[src/rtl/blinker_period_decoder_if.sv]
// Result bus of the blink-period decoder: blink stream in, period/high result out through a valid/ready slot.
// master = stream source and result consumer, slave = decoder.
interface blinker_period_decoder_if #(
  parameter int W = 16
) ();
  logic         sig_i1;
  logic         ready_i1;
  logic [W-1:0] period_o;
  logic [W-1:0] high_o;
  logic         valid_o;
  logic         drop_o;
  logic         timeout_o;

  modport master (
    output sig_i1,
    output ready_i1,
    input  period_o,
    input  high_o,
    input  valid_o,
    input  drop_o,
    input  timeout_o
  );

  modport slave (
    input  sig_i1,
    input  ready_i1,
    output period_o,
    output high_o,
    output valid_o,
    output drop_o,
    output timeout_o
  );
endinterface

[src/rtl/blinker_period_decoder.sv]
// Measures period and high time of a blink stream per rise-to-rise interval; result 1 cycle after the closing rise.
// Single-entry output slot: a capture while the slot is full and stalled is discarded and flagged on drop_o.
module blinker_period_decoder #(
  parameter int W = 16
) (
  input  logic                    system1000,
  input  logic                    system1000_rstn,
  blinker_period_decoder_if.slave bus
);

  typedef enum logic {
    IDLE = 1'b0,
    MEAS = 1'b1
  } state_t;

  // Last count value before the counter would reach all-ones; the interval is abandoned there.
  localparam logic [W-1:0] CNT_LAST = {{(W-1){1'b1}}, 1'b0};
  localparam logic [W-1:0] CNT_ONE  = {{(W-1){1'b0}}, 1'b1};

  state_t       state_q, state_d;
  logic         s_q;
  logic [W-1:0] cnt_q, cnt_d;
  logic [W-1:0] hcnt_q, hcnt_d;
  logic [W-1:0] period_q, period_d;
  logic [W-1:0] high_q, high_d;
  logic         valid_q, valid_d;
  logic         drop_q, drop_d;
  logic         timeout_q, timeout_d;

  logic         rise;
  logic         capture;
  logic         expire;

  assign rise = bus.sig_i1 & ~s_q;

  always_comb begin
    state_d = state_q;
    cnt_d   = cnt_q;
    hcnt_d  = hcnt_q;
    capture = 1'b0;
    expire  = 1'b0;
    case (state_q)
      IDLE: begin
        if (rise) begin
          state_d = MEAS;
          cnt_d   = CNT_ONE;
          hcnt_d  = CNT_ONE;
        end
      end
      MEAS: begin
        if (rise) begin
          capture = 1'b1;
          cnt_d   = CNT_ONE;
          hcnt_d  = CNT_ONE;
        end else if (cnt_q == CNT_LAST) begin
          state_d = IDLE;
          cnt_d   = '0;
          hcnt_d  = '0;
          expire  = 1'b1;
        end else begin
          cnt_d  = cnt_q + CNT_ONE;
          hcnt_d = hcnt_q + {{(W-1){1'b0}}, bus.sig_i1};
        end
      end
      default: begin
        state_d = IDLE;
        cnt_d   = '0;
        hcnt_d  = '0;
      end
    endcase
  end

  // Output slot: draining and loading in the same cycle loses nothing.
  always_comb begin
    period_d  = period_q;
    high_d    = high_q;
    valid_d   = valid_q;
    drop_d    = 1'b0;
    timeout_d = expire;
    if (capture) begin
      if (!valid_q || bus.ready_i1) begin
        period_d = cnt_q;
        high_d   = hcnt_q;
        valid_d  = 1'b1;
      end else begin
        drop_d = 1'b1;
      end
    end else if (valid_q && bus.ready_i1) begin
      valid_d = 1'b0;
    end
  end

  always_ff @(posedge system1000 or negedge system1000_rstn) begin
    if (!system1000_rstn) begin
      state_q   <= IDLE;
      s_q       <= 1'b0;
      cnt_q     <= '0;
      hcnt_q    <= '0;
      period_q  <= '0;
      high_q    <= '0;
      valid_q   <= 1'b0;
      drop_q    <= 1'b0;
      timeout_q <= 1'b0;
    end else begin
      state_q   <= state_d;
      s_q       <= bus.sig_i1;
      cnt_q     <= cnt_d;
      hcnt_q    <= hcnt_d;
      period_q  <= period_d;
      high_q    <= high_d;
      valid_q   <= valid_d;
      drop_q    <= drop_d;
      timeout_q <= timeout_d;
    end
  end

  assign bus.period_o  = period_q;
  assign bus.high_o    = high_q;
  assign bus.valid_o   = valid_q;
  assign bus.drop_o    = drop_q;
  assign bus.timeout_o = timeout_q;

  a_high_le_period: assert property (@(posedge system1000) disable iff (!system1000_rstn)
    hcnt_q <= cnt_q);
  a_stall_stable: assert property (@(posedge system1000) disable iff (!system1000_rstn)
    (valid_q && !bus.ready_i1) |=> (valid_q && $stable(period_q) && $stable(high_q)));
  a_drop_timeout_excl: assert property (@(posedge system1000) disable iff (!system1000_rstn)
    !(drop_q && timeout_q));

endmodule
[src/flat_wrapper.sv]
// flat-port wrapper written by rule: the top's interface ports become plain ports
module blinker_period_decoder_flat 
#(
  parameter int W = 16
)
  (system1000, system1000_rstn, bus_sig_i1, bus_ready_i1, bus_period_o, bus_high_o, bus_valid_o, bus_drop_o, bus_timeout_o);
  blinker_period_decoder_if #(.W(W)) bus_i ();
  input  logic system1000;
  input  logic system1000_rstn;
  input wire logic [$bits(bus_i.sig_i1)-1:0] bus_sig_i1;
  input wire logic [$bits(bus_i.ready_i1)-1:0] bus_ready_i1;
  output wire logic [$bits(bus_i.period_o)-1:0] bus_period_o;
  output wire logic [$bits(bus_i.high_o)-1:0] bus_high_o;
  output wire logic [$bits(bus_i.valid_o)-1:0] bus_valid_o;
  output wire logic [$bits(bus_i.drop_o)-1:0] bus_drop_o;
  output wire logic [$bits(bus_i.timeout_o)-1:0] bus_timeout_o;
  assign bus_i.sig_i1 = bus_sig_i1;
  assign bus_i.ready_i1 = bus_ready_i1;
  assign bus_period_o = bus_i.period_o;
  assign bus_high_o = bus_i.high_o;
  assign bus_valid_o = bus_i.valid_o;
  assign bus_drop_o = bus_i.drop_o;
  assign bus_timeout_o = bus_i.timeout_o;
  blinker_period_decoder #(.W(W)) u_core (.system1000(system1000), .system1000_rstn(system1000_rstn), .bus(bus_i));
endmodule
[config.mk]
export PLATFORM = sky130hd
export DESIGN_NAME = blinker_period_decoder_flat
export DESIGN_NICKNAME = d
export VERILOG_FILES = /design/src/rtl/blinker_period_decoder_if.sv /design/src/rtl/blinker_period_decoder.sv /design/src/flat_wrapper.sv
export SDC_FILE = /design/constraint.sdc
export NUM_CORES = 1
export LEC_CHECK = 0
export ABC_AREA = 1
export BUFFER_PORTS_ARGS = -buffer_cell sky130_fd_sc_hd__buf_2
export CORE_ASPECT_RATIO = 0.6
export CORE_UTILIZATION = 45
export DETAILED_ROUTE_END_ITERATION = 7
export SYNTH_ARGS = -nofsm -noshare
export SYNTH_HDL_FRONTEND = slang
export SYNTH_SLANG_ARGS = --single-unit
[constraint.sdc]
create_clock -name system1000 -period 2.05 [get_ports system1000]
set_input_delay 0.205 -clock system1000 [delete_from_list [all_inputs] [get_ports system1000]]
set_output_delay 0.205 -clock system1000 [all_outputs]
set_load 0.02 [all_outputs]
# After elaboration in Yosys (flattened, before gate mapping)
# Index checks and enable logic that the tools add are counted.
[op_classes]
n_addsub = 2
n_mul = 0
div_mod_pow = 0
order_cmp = 0
eq_ne = 3
shifts = 0
mux = 20
bitwise = 3
n_reduce_logical = 6
[ops]
columns = ["cell", "count"]
rows = [
  ["$mux W16", 5],
  ["$pmux W16 S2", 2],
  ["$add A16 B1 Y16", 1],
  ["$add A16 B1 Y16 const B", 1],
  ["$eq A16 B16 Y1 const B", 1],
  ["$mux W1", 12],
  ["$reduce_and A2 Y1", 2],
  ["$ne A2 B1 Y1 const B", 1],
  ["$ne A2 B2 Y1 const B", 1],
  ["$not A1 Y1", 2],
  ["$pmux W1 S2", 1],
  ["$reduce_bool A2 Y1", 1],
  ["$and A1 B1 Y1", 1],
  ["$logic_and A1 B1 Y1", 1],
  ["$logic_not A1 Y1", 1],
  ["$logic_or A1 B1 Y1", 1],
]
[word_totals]
ff_bits = 69
latch_bits = 0
ramBits = 0
mem_bits_ro = 0
in_bits = 4
out_inout_bits = 35
wordCells = 43
mem_count = 0

# Depth between registers and ports, before layout
[depth]
word_depth = 6
mapped_depth = 10
depth_no_buf = 9

# Least setup slack after synthesis
# No wires, ideal clock.
[synth_timing]
path_kind = "register to register"
startpoint = "register u_core.cnt_q[0]"
endpoint = "register u_core.cnt_q[2]"
setup_time_ns = 0.122
t_arrival_ns = 1.312
required_time_ns = 1.928
slack_ns = 0.617
path_stages_with_launch = 9
n_path_buf = 1
synth_period_minus_slack_ns = 1.433
cell_sequence = "dfrtp_1 inv_1 ha_1 nand2_1 nor2_1 nand3_2 o21ai_4 buf_8 o21ai_2"
[synth_via]
elab_chain_len = 4
word_cells_on_any_way = 5
cone_classes = "add/sub (1); eq/ne (1); mux (3)"
[synth_rtl]
columns = ["element", "line", "source"]
rows = [
  ["start: declaration", "blinker_period_decoder.sv:22", "logic [W-1:0] cnt_q, cnt_d;"],
  ["start signal: assignment", "blinker_period_decoder.sv:107", "cnt_q <= cnt_d;"],
  ["$add A16 B1 Y16 or $eq A16 B16 Y1 (tied branches)", "blinker_period_decoder.sv:61, blinker_period_decoder.sv:55", ""],
  ["$mux W16 (*)", "blinker_period_decoder.sv:55", "end else if (cnt_q == CNT_LAST) begin"],
  ["$mux W16 (*)", "blinker_period_decoder.sv:51", "if (rise) begin"],
  ["$pmux W16 S2 (*)", "blinker_period_decoder.sv:42", "case (state_q)"],
]
# Mark *: on every way between the ends. The rest lies on a longest branch, timed or not.
# A chain may end at the register's enable or synchronous reset.

# Final worst setup path
[layout_timing]
startpoint = "register u_core.cnt_q[0]"
endpoint = "register u_core.cnt_q[10]"
# The elaborated chain is that of the path after synthesis.

==> results.yml <==
yosys:
  synth_nets: 408
  synth_area_per_cell_um2: 8.50
  synth_area_um2: 3400
  synth-xor-area-share: 0.0309
  synth_warnings: 0
  synth-seq-cells: 69
  ys.flop_type: "dfrtp_1"
  synth_cell_types: 28
  synth_top_family_by_area: "simple AND/OR/NAND/NOR gates"
  synth_compound_area_frac: 0.0964
  synth_edf_count: 0
  synthMuxAreaShare: 0.0232
  synthSimpleGateAreaFrac: 0.265
  ys_seq_area_frac: 0.508
  synth_fa_ha_area_frac: 0.0147
  syn_inst: 400
  synthArstFlopShare: 1.00
sta:
  rsz0062_at_grt: "no"
  fin_crit_sh: 0.868
  post-route-min-period_ns: 1.78
  hold_violations: 0
  finalSetupViolCount: 0
  maxSlewViolCount: 0
  finClkSkew_ns: 0.00677
  slew_headroom: 0.352
  clock.fmax_mhz: 562
  final.setup.tns_ns: 0
  worstMarginPinSlew_ns: 0.971
clock_network:
  cts_max_path_buffers: 2
  clk_latency_ns: 0.34
  cts_buffers: 9
  cts_resized: 0
  cts_max_level: 3
  clockRootBuffer: "clkbuf_16"
  clkSlewWorstSetupHoldPaths_ns: 0.05
  cts_tree: "yes"
  cts_sinks: 69
drt:
  routed_wl_um: 7280
  firstDrtPassIters: 4
  post-route-drc-count: 0
  drt_iter0_drc: 210
  post_drt_wl_per_cell_um: 13.2
  avgViaCountPerCell: 4.78
  ant_nets: 0
  via_count: 2640
outcome:
  status: "complete, no violations"
final_layout:
  nFillCells: 703
  n_antenna_cell: 0
  post_layout_nonfiller_instances: 552
  final_layout_size_suffix_gt1_frac: 0.221
  area_growth_pct: 17.7
  final_area_um2: 4000
  layout_commonest_cell: "nand2_1"
  final_nets: 452
  final_cell_mix: "nand2_1, dfrtp_1, o21ai_0, buf_2, inv_1"
global_routing:
  use_met1: 0.323
  grtUsageMet3: 0.0743
  grt_first_pass_wirelength_um: 12100
  top_usage_layer: "met1"
  grt_overflow: 0
  grt_util_met2: 0.250
  track_usage: 0.204
  grt_max_degree: 70
  antenna_found_initial: 0
  grt_pass1_vias: 2353
worst_setup_path:
  startpoint: "u_core.cnt_q[0]$_DFFE_PN0P_"
  crit_fanout: 10
  worstSetupStartpointType: "flop"
  cp.required_ns: 2.27
  r2r_setup_slack_ns: 0.27
  timing.rr.end: "u_core.cnt_q[10]$_DFFE_PN0P_"
  cp_data_arrival_time_ns: 2.00
  path_class: "reg -> reg"
  ff2ff_path_depth: 8
  rr_startpoint: "u_core.cnt_q[0]$_DFFE_PN0P_"
  cp-end-kind: "flop"
floorplan:
  core_um2: 7300
  die_h_um: 69.3
  num_rows: 24
  die_w_um: 114
  die_area_um2: 7920
  ios: 39
  start_util: 0.466
pwr:
  power_mw: 3.54
  p_leak_nw: 1.89
  ir_drop_mv: 0.561
  p_per_area_nw_per_um2: 885
place:
  numPortBuffers: 38
  gp_congestion: 0.829
  placed_cell_area_um2: 3710
  place_inst: 536
  dp_hpwl_um: 5050
hold_path:
  worstHoldStart: "bus_sig_i1"
  hold_depth: 1
  hold_end: "u_core.s_q$_DFF_PN0_"
  min_path_type: "in -> reg"
flow_run:
  drv_cap: 0
-- per-stage QoR --
| stage | util | worst slack, ns | hold slack [ns] |
|---|---|---|---|
| finish | 0.548 | 0.270 | 0.0342 |
| global route | 0.548 | 0.0685 | 0.0268 |
| CTS | 0.548 | 0.250 | 0.0204 |
| detailed placement | 0.509 | 0.264 | 0.258 |
| global placement | 0.509 | 0.334 | 0.260 |
| floorplan | - | 0.617 | -0.0906 |
-- worst max-delay path by stage --
stage / slack [ns] / endpoint
2_1_floorplan: 0.62 / u_core.cnt_q[2]$_DFFE_PN0P_
3_3_place_gp: 0.33 / u_core.cnt_q[4]$_DFFE_PN0P_
3_5_place_dp: 0.26 / u_core.cnt_q[10]$_DFFE_PN0P_
4_1_cts: 0.25 / u_core.cnt_q[10]$_DFFE_PN0P_
5_1_grt: 0.07 / u_core.cnt_q[3]$_DFFE_PN0P_
6_report: 0.27 / u_core.cnt_q[10]$_DFFE_PN0P_
-- flip-flops by register name, summed over array words and instances, names as in the netlist --
signal,cells
u_core.bus.drop_o,1
u_core.bus.high_o,16
u_core.bus.period_o,16
u_core.bus.timeout_o,1
u_core.bus.valid_o,1
u_core.cnt_q,16
u_core.hcnt_q,16
u_core.s_q,1
u_core.state_q,1
-- per-layer routing --
metal,part of all wire,vias up
met4,0.013,0
met1,0.54,1199
li1,-,1365
met5,0,-
met2,0.38,66
met3,0.067,10
-- layout make-up --
cell class	instances	area, um^2	area share
Sequential cell	69	1730	0.432
Multi-Input combinational cell	281	1470	0.367
Clock buffer	14	274	0.0685
Timing Repair Buffer	44	250	0.0625
Inverter	39	146	0.0366
Tap cell	104	130	0.0325
Clock inverter	1	5.00	0.00125
-- worst max-delay path, stage by stage, from the launching register on --
cell and delay, ns:
dfrtp_1 0.42, inv_1 0.10, ha_1 0.19, nand2_1 0.06
nor2_1 0.11, nand3_2 0.14, o21ai_4 0.32, buf_4 0.27
o21ai_2 0.06
-- where the power goes --
part | internal (mW) | leakage, nW | switching [mW]
clock | 0.909 | 0.139 | 0.547
combinational | 0.193 | 0.823 | 0.288
sequential | 1.49 | 0.933 | 0.120
-- synth_stat cells (all sizes together) (2+ instances only) --
master  count  share of area
nand2     132           0.15
dfrtp      69           0.51
o21ai      51          0.089
inv        39          0.043
nor2       33          0.047
nand3      31          0.056
xor2       10          0.026
mux2        7          0.023
clkbuf      6         0.0066
buf         5          0.012
ha          4          0.015
nand4       3         0.0055
nor3        3         0.0044
a21oi       2         0.0029
xnor2       2         0.0052
-- repair_timing --
item | 4_1_cts | 5_1_grt
hold endpoints to repair | 69 | 0
hold buffers | 1 | 0
setup buffers | 0 | 0
-- logic make-up (layout without fill, tap and decap cells) --
group	Yosys count	in the layout
fa+ha+maj	4	4
flops	69	69
xor+xnor	12	12
buf+inv	50	98
mux	7	7
simple gates	203	203
compound gates	55	55
(Power assumes the default switching activity.)
